<file path="src/rtl/bnn_layer_scheduler.sv">
// Layer/neuron sequencer for the binary neuron engine: issues one engine job per output
// neuron and writes the returned sign bit into the ping-pong activation RAM.
module bnn_layer_scheduler #(
  parameter int NUM_LAYERS = 4,
  parameter int CNT_W      = 11,
  parameter int W_ADDR_LEN = 20,
  parameter int X_ADDR_LEN = 10
) (
  input  logic                  clk,
  input  logic                  rst,
  input  logic                  start,
  output logic                  busy,
  output logic                  done,
  input  logic                  cfg_we,
  input  logic [1:0]            cfg_layer,
  input  logic [CNT_W-1:0]      cfg_n_in,
  input  logic [CNT_W-1:0]      cfg_n_out,
  output logic                  eng_start,
  output logic [W_ADDR_LEN-1:0] eng_w_base,
  output logic [CNT_W-1:0]      eng_n_in,
  output logic                  eng_x_bank,
  input  logic                  eng_done,
  input  logic                  eng_result,
  output logic                  act_we,
  output logic                  act_bank,
  output logic [X_ADDR_LEN-1:0] act_addr,
  output logic                  act_wdata,
  output logic [1:0]            layer_idx,
  output logic [2:0]            state_dbg
);

  // Handshake: eng_start is a single-cycle job request; the job's operands stay stable
  // until the activation write completes. eng_done is only honoured while waiting.
  typedef enum logic [2:0] {
    S_IDLE  = 3'd0,
    S_CHECK = 3'd1,
    S_ISSUE = 3'd2,
    S_WAIT  = 3'd3,
    S_WRITE = 3'd4,
    S_FIN   = 3'd5
  } state_t;

  state_t                state_q, state_d;
  logic [CNT_W-1:0]      cfg_n_in_q  [NUM_LAYERS];
  logic [CNT_W-1:0]      cfg_n_out_q [NUM_LAYERS];
  logic [1:0]            layer_q;
  logic [CNT_W-1:0]      neuron_q;
  logic [W_ADDR_LEN-1:0] w_base_q;
  logic                  res_q;

  logic [CNT_W-1:0]      cur_n_in;
  logic [CNT_W-1:0]      cur_n_out;
  logic [CNT_W-1:0]      neuron_nxt;
  logic                  more_neurons;
  logic                  last_layer;
  logic                  eng_active;

  assign cur_n_in     = cfg_n_in_q[layer_q];
  assign cur_n_out    = cfg_n_out_q[layer_q];
  assign neuron_nxt   = neuron_q + CNT_W'(1);
  assign more_neurons = (neuron_nxt < cur_n_out);
  assign last_layer   = (layer_q == 2'(NUM_LAYERS - 1));

  always_ff @(posedge clk or posedge rst) begin
    if (rst) begin
      state_q <= S_IDLE;
    end else begin
      state_q <= state_d;
    end
  end

  always_comb begin
    state_d = state_q;
    unique case (state_q)
      S_IDLE:  if (start) state_d = S_CHECK;
      S_CHECK: state_d = (cur_n_out == '0) ? S_FIN : S_ISSUE;
      S_ISSUE: state_d = S_WAIT;
      S_WAIT:  if (eng_done) state_d = S_WRITE;
      S_WRITE: begin
        if (more_neurons)    state_d = S_ISSUE;
        else if (last_layer) state_d = S_FIN;
        else                 state_d = S_CHECK;
      end
      S_FIN:   state_d = S_IDLE;
      default: state_d = S_IDLE;
    endcase
  end

  // Config table is writable only while idle so a running schedule never changes shape.
  always_ff @(posedge clk or posedge rst) begin
    if (rst) begin
      for (int i = 0; i < NUM_LAYERS; i++) begin
        cfg_n_in_q[i]  <= '0;
        cfg_n_out_q[i] <= '0;
      end
    end else if (state_q == S_IDLE && cfg_we) begin
      cfg_n_in_q[cfg_layer]  <= cfg_n_in;
      cfg_n_out_q[cfg_layer] <= cfg_n_out;
    end
  end

  // Weights are packed back to back across layers, so w_base only restarts on a new run.
  always_ff @(posedge clk or posedge rst) begin
    if (rst) begin
      layer_q  <= '0;
      neuron_q <= '0;
      w_base_q <= '0;
      res_q    <= 1'b0;
    end else begin
      unique case (state_q)
        S_IDLE: begin
          if (start) begin
            layer_q  <= '0;
            neuron_q <= '0;
            w_base_q <= '0;
          end
        end
        S_WAIT: begin
          if (eng_done) res_q <= eng_result;
        end
        S_WRITE: begin
          w_base_q <= w_base_q + W_ADDR_LEN'(cur_n_in);
          if (more_neurons) begin
            neuron_q <= neuron_nxt;
          end else if (!last_layer) begin
            layer_q  <= layer_q + 2'd1;
            neuron_q <= '0;
          end
        end
        default: ;
      endcase
    end
  end

  assign eng_active = (state_q == S_ISSUE) || (state_q == S_WAIT) || (state_q == S_WRITE);

  always_comb begin
    busy       = (state_q == S_CHECK) || eng_active;
    done       = (state_q == S_FIN);
    eng_start  = (state_q == S_ISSUE);
    eng_w_base = eng_active ? w_base_q : '0;
    eng_n_in   = eng_active ? cur_n_in : '0;
    eng_x_bank = eng_active & layer_q[0];
    act_we     = (state_q == S_WRITE);
    act_bank   = act_we & ~layer_q[0];
    act_addr   = act_we ? neuron_q[X_ADDR_LEN-1:0] : '0;
    act_wdata  = act_we & res_q;
    layer_idx  = layer_q;
    state_dbg  = state_q;
  end

endmodule
</file>
<file path="config.mk">
export PLATFORM = sky130hd
export DESIGN_NAME = bnn_layer_scheduler
export DESIGN_NICKNAME = d
export VERILOG_FILES = /design/src/rtl/bnn_layer_scheduler.sv
export SDC_FILE = /design/constraint.sdc
export NUM_CORES = 1
export LEC_CHECK = 0
export BUFFER_PORTS_ARGS = -buffer_cell sky130_fd_sc_hd__buf_2
export CAP_MARGIN = 5
export CELL_PAD_IN_SITES_DETAIL_PLACEMENT = 0
export CELL_PAD_IN_SITES_GLOBAL_PLACEMENT = 2
export CORE_MARGIN = 4
export CORE_UTILIZATION = 43
export CTS_CLUSTER_SIZE = 14
export DETAILED_ROUTE_END_ITERATION = 16
export PLACE_DENSITY_LB_ADDON = 0.1
export SLEW_MARGIN = 20
export SYNTH_ARGS = -nofsm -noshare
export SYNTH_HDL_FRONTEND = slang
export SYNTH_SLANG_ARGS = --single-unit
</file>
<file path="constraint.sdc">
create_clock -name clk -period 11.23 [get_ports clk]
set_clock_uncertainty 0.05 [all_clocks]
set_input_delay 1.123 -clock clk [delete_from_list [all_inputs] [get_ports clk]]
set_output_delay 1.123 -clock clk [all_outputs]
set_load 0.01 [all_outputs]
</file>
# Word level (Yosys, flattened, before mapping)
# Index checks and enable logic that the tools add are counted.
# classes
add_sub_neg,3
n_lt_le_gt_ge,4
n_eq_ne,11
muxes,29
bitwise_logic,6
n_reduce_logical,13
# ops
op,n
two-way mux 11 bit,9
bitwise mux 44 bit,2
binary-select mux 11 bit (select 2 bit),2
two-way mux 20 bit,2
case mux 20 bit (2 select lines),1
demux 11 bit (select 2 bit),1
case mux 11 bit (2 select lines),1
adder 20 x 11 -> 20 bit,1
two-way mux 3 bit,5
case mux 3 bit (5 select lines),1
adder 11 x 1 -> 11 bit (second input constant),1
logical NOT 11 bit,1
less-than comparator 11 bit,1
two-way mux 10 bit,1
inequality test 2 bit (second input constant),4
== test 3 x 2 -> 1 bit (second input constant),2
== test 3 bit (second input constant),2
greater-or-equal comparator 3 bit (second input constant),2
two-way mux 2 bit,3
inverter 2 -> 3 bit,2
AND reduction 2 bit,3
case mux 2 bit (2 select lines),1
AND reduction 4 bit,1
AND 1 bit,3
other kinds (11),14
# totals
register_bits,125
in_bits,30
wordCells,79

# Logic depth before layout (Yosys ltp)
# Gate-level depths: netlist of run 1.
# depth
ltp_word,7
depth_mapped,14
ltp_nobuf,12

# Least setup slack after synthesis of run 1
# OpenSTA, ideal clock, no wires.
# synth_path
kind,reg2reg
start,"register layer_q[0], in the netlist layer_idx[0]"
end,register w_base_q[10]
setup_ns,0.135
arrival_time_ns,3.167
required_ns,11.045
setup_slack_ns,7.878
path_stages_with_launch,12
period_less_slack_ns,3.352
path_cell_list,dfrtp_1 buf_6 buf_6 buf_1 mux4_2 ha_1 a21o_1 a21o_1 or3_1 a21oi_1 xor2_1 o21ai_0
# synth_via
elab_chain_len,6
# synth_rtl
element,line,source
from (decl),46,logic [1:0] layer_q;
from (signal assigned),126,layer_q <= layer_q + 2'd1;
inverter 2 -> 3 bit (implied by the code),58,assign cur_n_in = cfg_n_in_q[layer_q];
binary-select mux 11 bit (select 2 bit),58,
two-way mux 11 bit (implied by the code) (2 in series),58,
adder 20 x 11 -> 20 bit,122,w_base_q <= w_base_q + W_ADDR_LEN'(cur_n_in);
case mux 20 bit (2 select lines),110,unique case (state_q)
to (signal assigned),122,
to (decl),48,logic [W_ADDR_LEN-1:0] w_base_q;
# Every way passes these cells. The select of a mux whose other input is x is not followed.
# A chain may end at the register's enable or synchronous reset.

# Worst setup path in the final report of run 1
# layout_path
start,"register state_q[0], in the netlist state_dbg[0]"
end,output eng_w_base[0]
# layout_via
elab_chain_len,4
word_cells_on_any_way,6
# layout_rtl
element,line,source
from (decl),43,"state_t state_q, state_d;"
from (signal assigned),68,state_q <= state_d;
== test 3 x 2 -> 1 bit,135,assign eng_active = (state_q == S_ISSUE) || (state_q == S_WAIT) || (state_q == S_WRITE);
logical OR 1 bit,135,
logical OR 1 bit (*),135,
two-way mux 20 bit (*),141,eng_w_base = eng_active ? w_base_q : '0;
to (decl),19,"output logic [W_ADDR_LEN-1:0] eng_w_base,"
# Every way passes the cells marked *; elsewhere a longest branch is shown, timed or not.

==> metrics.yaml, run 1 <==
status: "complete, no violations"
drc: 0
synth.ff_latch_count: 125
worstSetupStartpointType: "flip-flop"
slew_viol_final: 0
cts_sinks: 125
rows: 45
period_minus_slack_ns: 3.96
crit_required_ns: 10.06
p_leak_nw: 3.71
initialDrtViolationCount: 225
powerDensity_mw_per_mm2: 241
htree_num_levels: 4
synth.avg_cell_area_sq_um: 12.0
final_cell_mix: "dfrtp_1, mux2_2, buf_2, and2_1, nand2_1"
slowest_stage: "nand2_1"
crit_buf_inv: 1
setup_tns_ns: 0
coreArea_sq_mm: 0.0153
path_depth: 5
synthToLayoutAreaGrowth_pct: 16.9
startpoint: "state_dbg[0]"
cts_tree: "done"
cts_resized: 0
setup_violations: 0
clk_pin_slew_ns: 0.06
nNetsFinal: 693
grt_max_degree: 75
cpMostUsedCell: "nand2_1"
die_x_microns: 133
crit_type: "reg -> out"
via_per_inst: 5.38
synth.area.top_cells: "dfrtp_1, mux2_2, mux4_2"
synth_cell_types: 50
synth_edf_count: 0
antenna_found_initial: 2
root_buffer: "clkbuf_16"
timing.hold.ws_ns: 0.420
async_reset_ff_frac: 1.00
rsz0062_at_grt: "no"
wl_per_cell_microns: 17.9
syn_inst: 558
holdPathStages: 1
max_stage_delay_ns: 0.66
fin_crit_sh: 0.352
finalHoldViolations: 0
gp_congestion: 0.789
io_buffers: 82
gr-total-overflow: 0
postCtsHoldBufs: 0
dr.pass1.iters: 4
fmaxAchievable_ghz: 0.253
clockBufferDepth: 2
post_cts_buffers: 0
num_antenna_cells: 0
wl_microns: 15400
dr_wl_met2_microns: 7280
path_cells: "nor2_1 > nand2_1 > nand2_1 > and2_1 > buf_2"
wl_met1_microns: 7360
reg2reg_depth: 12
ys.flop_type: "dfrtp_1"
wl_met3_microns: 632
worst_ep_arrival_time_ns: 2.78
worstMarginPinSlew_ns: 0.957
hold_path.class: "reg -> reg"
ir_drop_uv: 143
drv_cap: 0
start_util: 0.440
drive_above_1_share: 0.358
synthesis.nets: 612
syn_area_sq_mm: 0.00671
cts_buffers: 17
die_area_sq_mm: 0.0177
synth_top_cell_by_area: "dfrtp_1"
yosysTopAreaCellShare: 0.466
top_layer: "met5"
clock_latency_ns: 0.41
fin_area_sq_mm: 0.00785
relSlewSlack: 0.362
yosysWarnings: 0
r2r_start: "neuron_q[0]"
pin_count: 83
yosysSeqAreaShare: 0.466
worstHoldStart: "w_base_q[19]"
grt_pass1_wl_microns: 25500
vias: 4633
placed_area_sq_mm: 0.00732
dieHeight_microns: 133
track_usage: 0.183
final_common_cell: "dfrtp_1"
crit_family: "simple AND/OR/NAND/NOR gates"
total_power_w: 0.00189
grt_pass1_vias: 4740
antenna_left: 0
end_kind: "output pin"
dp_hpwl_microns: 10500
cp_max_fo: 30
[registers in the layout, indices dropped and copies added (netlist names)]
| name | count |
|---|---|
| cfg_n_out_q | 44 |
| w_base_q | 20 |
| cfg_n_in_q | 44 |
| state_dbg | 3 |
| layer_idx | 2 |
| res_q | 1 |
| neuron_q | 11 |
[logic make-up (layout without fill, tap and decap cells)]
| kind of cell | after synthesis | in the layout | share of synthesized area |
|---|---|---|---|
| AO/OA/AOI/OAI | 72 | 72 | 0.0749 |
| XOR/XNOR | 14 | 14 | 0.0183 |
| adder cells (fa/ha/maj) | 24 | 24 | 0.0459 |
| buffers and inverters | 47 | 139 | 0.0304 |
| flip-flops | 125 | 125 | 0.466 |
| multiplexers | 121 | 121 | 0.240 |
| AND/OR/NAND/NOR | 155 | 155 | 0.125 |
[stage by stage]
| stage | util | instances | setup WS [ns] |
|---|---|---|---|
| 2_1_floorplan | - | 558 | 6.73 |
| 3_3_place_gp | 0.479 | 831 | 7.68 |
| 3_5_place_dp | 0.479 | 831 | 7.67 |
| 4_1_cts | 0.514 | 861 | 7.23 |
| 5_1_grt | 0.514 | 861 | 6.91 |
| 6_report | 0.514 | 861 | 7.27 |
[layout make-up]
| cell class | instances | area, sq um |
|---|---|---|
| Fill cell | 1391 | 7410 |
| Multi-Input combinational cell | 386 | 3380 |
| Sequential cell | 125 | 3130 |
| Timing Repair Buffer | 90 | 470 |
| Clock buffer | 18 | 429 |
| Tap cell | 211 | 264 |
| Clock inverter | 12 | 100 |
| Inverter | 19 | 73.8 |
[metal layers]
metal  vias up  GRT usage
li1       2193          -
met1      2342      0.254
met4         4     0.0450
met5         -          0
met2        84      0.287
met3        10     0.0498
[where the power goes]
| group | total, W | internal, W | switching (W) |
|---|---|---|---|
| clock network | 0.000497 | 0.000299 | 0.000198 |
| logic | 0.000659 | 0.000334 | 0.000325 |
| registers | 0.000735 | 0.000633 | 0.000102 |
[worst register-to-register path, stage by stage, from the launching register on]
cell	delay [ns]
dfrtp_1	0.43
ha_1	0.27
and3_1	0.26
nand3_1	0.17
nor2_1	0.17
xor2_1	0.22
ha_1	0.29
a21oi_1	0.13
o21ai_0	0.09
a21oi_1	0.29
nand2_2	0.16
a31o_1	0.39
a221o_1	0.39
[path summary, 6_finish.rpt]
kind                              endpoint  slack (ns)
setup / recovery             eng_w_base[0]        7.27
hold / removal                w_base_q[19]        0.42
setup reg to reg               neuron_q[2]        7.79
hold reg to reg               w_base_q[19]        0.42
max in group asynchronous     w_base_q[10]        8.97
min in group asynchronous  cfg_n_out_q[35]        0.75
[cell usage after synthesis, drive strengths merged, types with 2 or more instances]
library cell  instances
clkbuf               16
nand4                 4
a22o                  9
mux2                 90
nand2                28
nor2                 23
and2                 42
nand2b                7
xor2                  8
ha                   23
dfrtp               125
xnor2                 6
mux2i                 9
nand3b                2
and3                  9
a21oi                20
mux4                 22
buf                  12
inv                  19
a211oi                3
a21o                  3
nor3                  8
a31oi                 2
nor2b                 3
a21boi                2
nor4                  4
or3                   3
o21ai                16
a32o                  3
nor3b                 6
a211o                 4
nand3                13
No activity file was read; power rests on OpenSTA's default activity.
==> run 2: changes to the inputs <==
- CORE_UTILIZATION: 43 -> 36
- clock period: 11.23 -> 3.61 ns (I/O delays scaled with it)
==> metrics.yaml, run 2 (same netlist as run 1, synthesis figures left out) <==
gr-total-overflow: 0  # unchanged
status: "complete, no violations"  # unchanged
worstMarginPinSlew_ns: 0.609  # was 0.957 ns
cts_tree: "done"  # unchanged
grt_pass1_wl_microns: 26100  # was 25500 microns
via_per_inst: 5.23  # was 5.38
final_cell_mix: "dfrtp_1, mux2_2, buf_2, and2_1, nand2_1"  # unchanged
fin_crit_sh: 0.916
post_cts_buffers: 0  # unchanged
cp_max_fo: 11  # was 30
worstSetupStartpointType: "flip-flop"  # unchanged
initialDrtViolationCount: 231  # was 225
slew_viol_final: 0  # unchanged
rows: 49  # was 45
vias: 4634  # was 4633
num_antenna_cells: 0  # unchanged
top_regs: "cfg_n_in_q: 44 flops, cfg_n_out_q: 44 flops, w_base_q: 20 flops"  # unchanged
finalHoldViolations: 0  # unchanged
cts_buffers: 17  # unchanged
crit_required_ns: 3.86  # was 10.06 ns
rsz0062_at_grt: "no"  # unchanged
nNetsFinal: 700  # was 693
pin_count: 83  # unchanged
fillers: 1734  # was 1391
setup_violations: 0  # unchanged
die_x_microns: 145  # was 133 microns
drive_above_1_share: 0.367  # was 0.358
antenna_found_initial: 1  # was 2
start_util: 0.370  # was 0.440
period_minus_slack_ns: 3.31
gp_congestion: 0.777  # was 0.789
relSlewSlack: 0.593  # was 0.362
htree_num_levels: 4  # unchanged
crit_family: "compound AO/OA/AOI/OAI gates"  # was simple AND/OR/NAND/NOR gates
max_stage_delay_ns: 0.43  # was 0.66 ns
dieHeight_microns: 145  # was 133 microns
fmaxAchievable_ghz: 0.302
clk_pin_slew_ns: 0.06  # about the same
wl_microns: 16200  # was 15400 microns
die_area_sq_mm: 0.0209  # was 0.0177 sq mm
drv_cap: 0  # unchanged
grt_max_degree: 46  # was 75
cpMostUsedCell: "ha_1"  # was nand2_1
synthToLayoutAreaGrowth_pct: 18.8  # was 16.9%
worst_ep_arrival_time_ns: 3.56  # was 2.78 ns
drc: 0  # unchanged
root_buffer: "clkbuf_16"  # unchanged
powerDensity_mw_per_mm2: 746  # was 241 mW/mm^2
dp_hpwl_microns: 11300  # was 10500 microns
crit_buf_inv: 0  # was 1
wl_per_cell_microns: 18.2  # was 17.9 microns
final_common_cell: "dfrtp_1"  # unchanged
slowest_stage: "dfrtp_1"  # was nand2_1
crit_type: "reg -> reg"  # was reg -> out
clock_latency_ns: 0.41  # about the same
antenna_left: 0  # unchanged
grt_pass1_vias: 4711  # was 4740
placed_area_sq_mm: 0.00742  # was 0.00732 sq mm
io_buffers: 82  # unchanged
cts_sinks: 125  # unchanged
hold_path.class: "in -> reg"  # was reg -> reg
ir_drop_uv: 359  # was 143 uV
p_leak_nw: 3.75  # was 3.71 nW
end_kind: "flip-flop"  # was output pin
path_cells: "ha_1 > and3_1 > nand3_1 > nor2_1 > xor2_1 > ha_1 > a21oi_1 > o21ai_0 > a21oi_2 > nand2_2 > a31o_2 > a221o_1"  # was nor2_1 > nand2_1 > nand2_1 > and2_1 > buf_2
clockBufferDepth: 2  # unchanged
track_usage: 0.164  # was 0.183
dr.pass1.iters: 4  # unchanged
fin_area_sq_mm: 0.00798  # was 0.00785 sq mm
coreArea_sq_mm: 0.0181  # was 0.0153 sq mm
timing.hold.ws_ns: 0.132  # was 0.420 ns
setup_tns_ns: 0  # unchanged
run 2: power breakdown:
| group | leakage (nW) | switching [W] | internal [W] |
|---|---|---|---|
| registers | 1.58 | 0.000319 | 0.00197 |
| logic | 1.91 | 0.00102 | 0.00106 |
| clock network | 0.256 | 0.000630 | 0.000951 |
run 2: final timing paths:
path                              start         endpoint  slack (ns)  depth (start not counted)
max reg2reg                 neuron_q[0]      neuron_q[2]        0.30                         12
min in group asynchronous           rst  cfg_n_out_q[12]        0.51                          3
max                         neuron_q[0]      neuron_q[2]        0.30                         12
min reg2reg                w_base_q[19]     w_base_q[19]        0.42                          1
max in group asynchronous           rst      neuron_q[8]        2.23                          4
min                          eng_result            res_q        0.13                          2
run 2: area by class of cell:
class	instances	area [sq um]	share of cell area
well taps	229	287	0.0359
clock inverters	11	97.6	0.0122
repair buffers	97	563	0.0706
multi-input cells	386	3380	0.424
inverters	19	75.1	0.00941
clock buffers	19	443	0.0555
flip-flops and latches	125	3130	0.392
run 2: routing by layer:
metal,vias up,wire length [microns],track usage
li1,2208,-,-
met1,2327,7940,0.233
met2,79,7380,0.251
met3,18,580,0.0360
met4,2,244,0.0491
met5,-,7,0
run 2: metrics by stage:
stage | worst slack [ns] | std cells | total power (W) | util
finish | 0.303 | 886 | 0.00595 | 0.440
global route | 0.00849 | 886 | 0.00639 | 0.440
CTS | 0.116 | 886 | 0.00603 | 0.439
detailed placement | 0.151 | 855 | 0.00442 | 0.409
global placement | 0.238 | 855 | 0.00433 | 0.409
floorplan | 0.258 | 558 | 0.00378 | -
run 2: what timing repair did:
item	CTS	global route
hold buffers	1	0
gates resized for setup	0	2
endpoints found under the setup margin	0	11
endpoints found under the hold margin	25	0
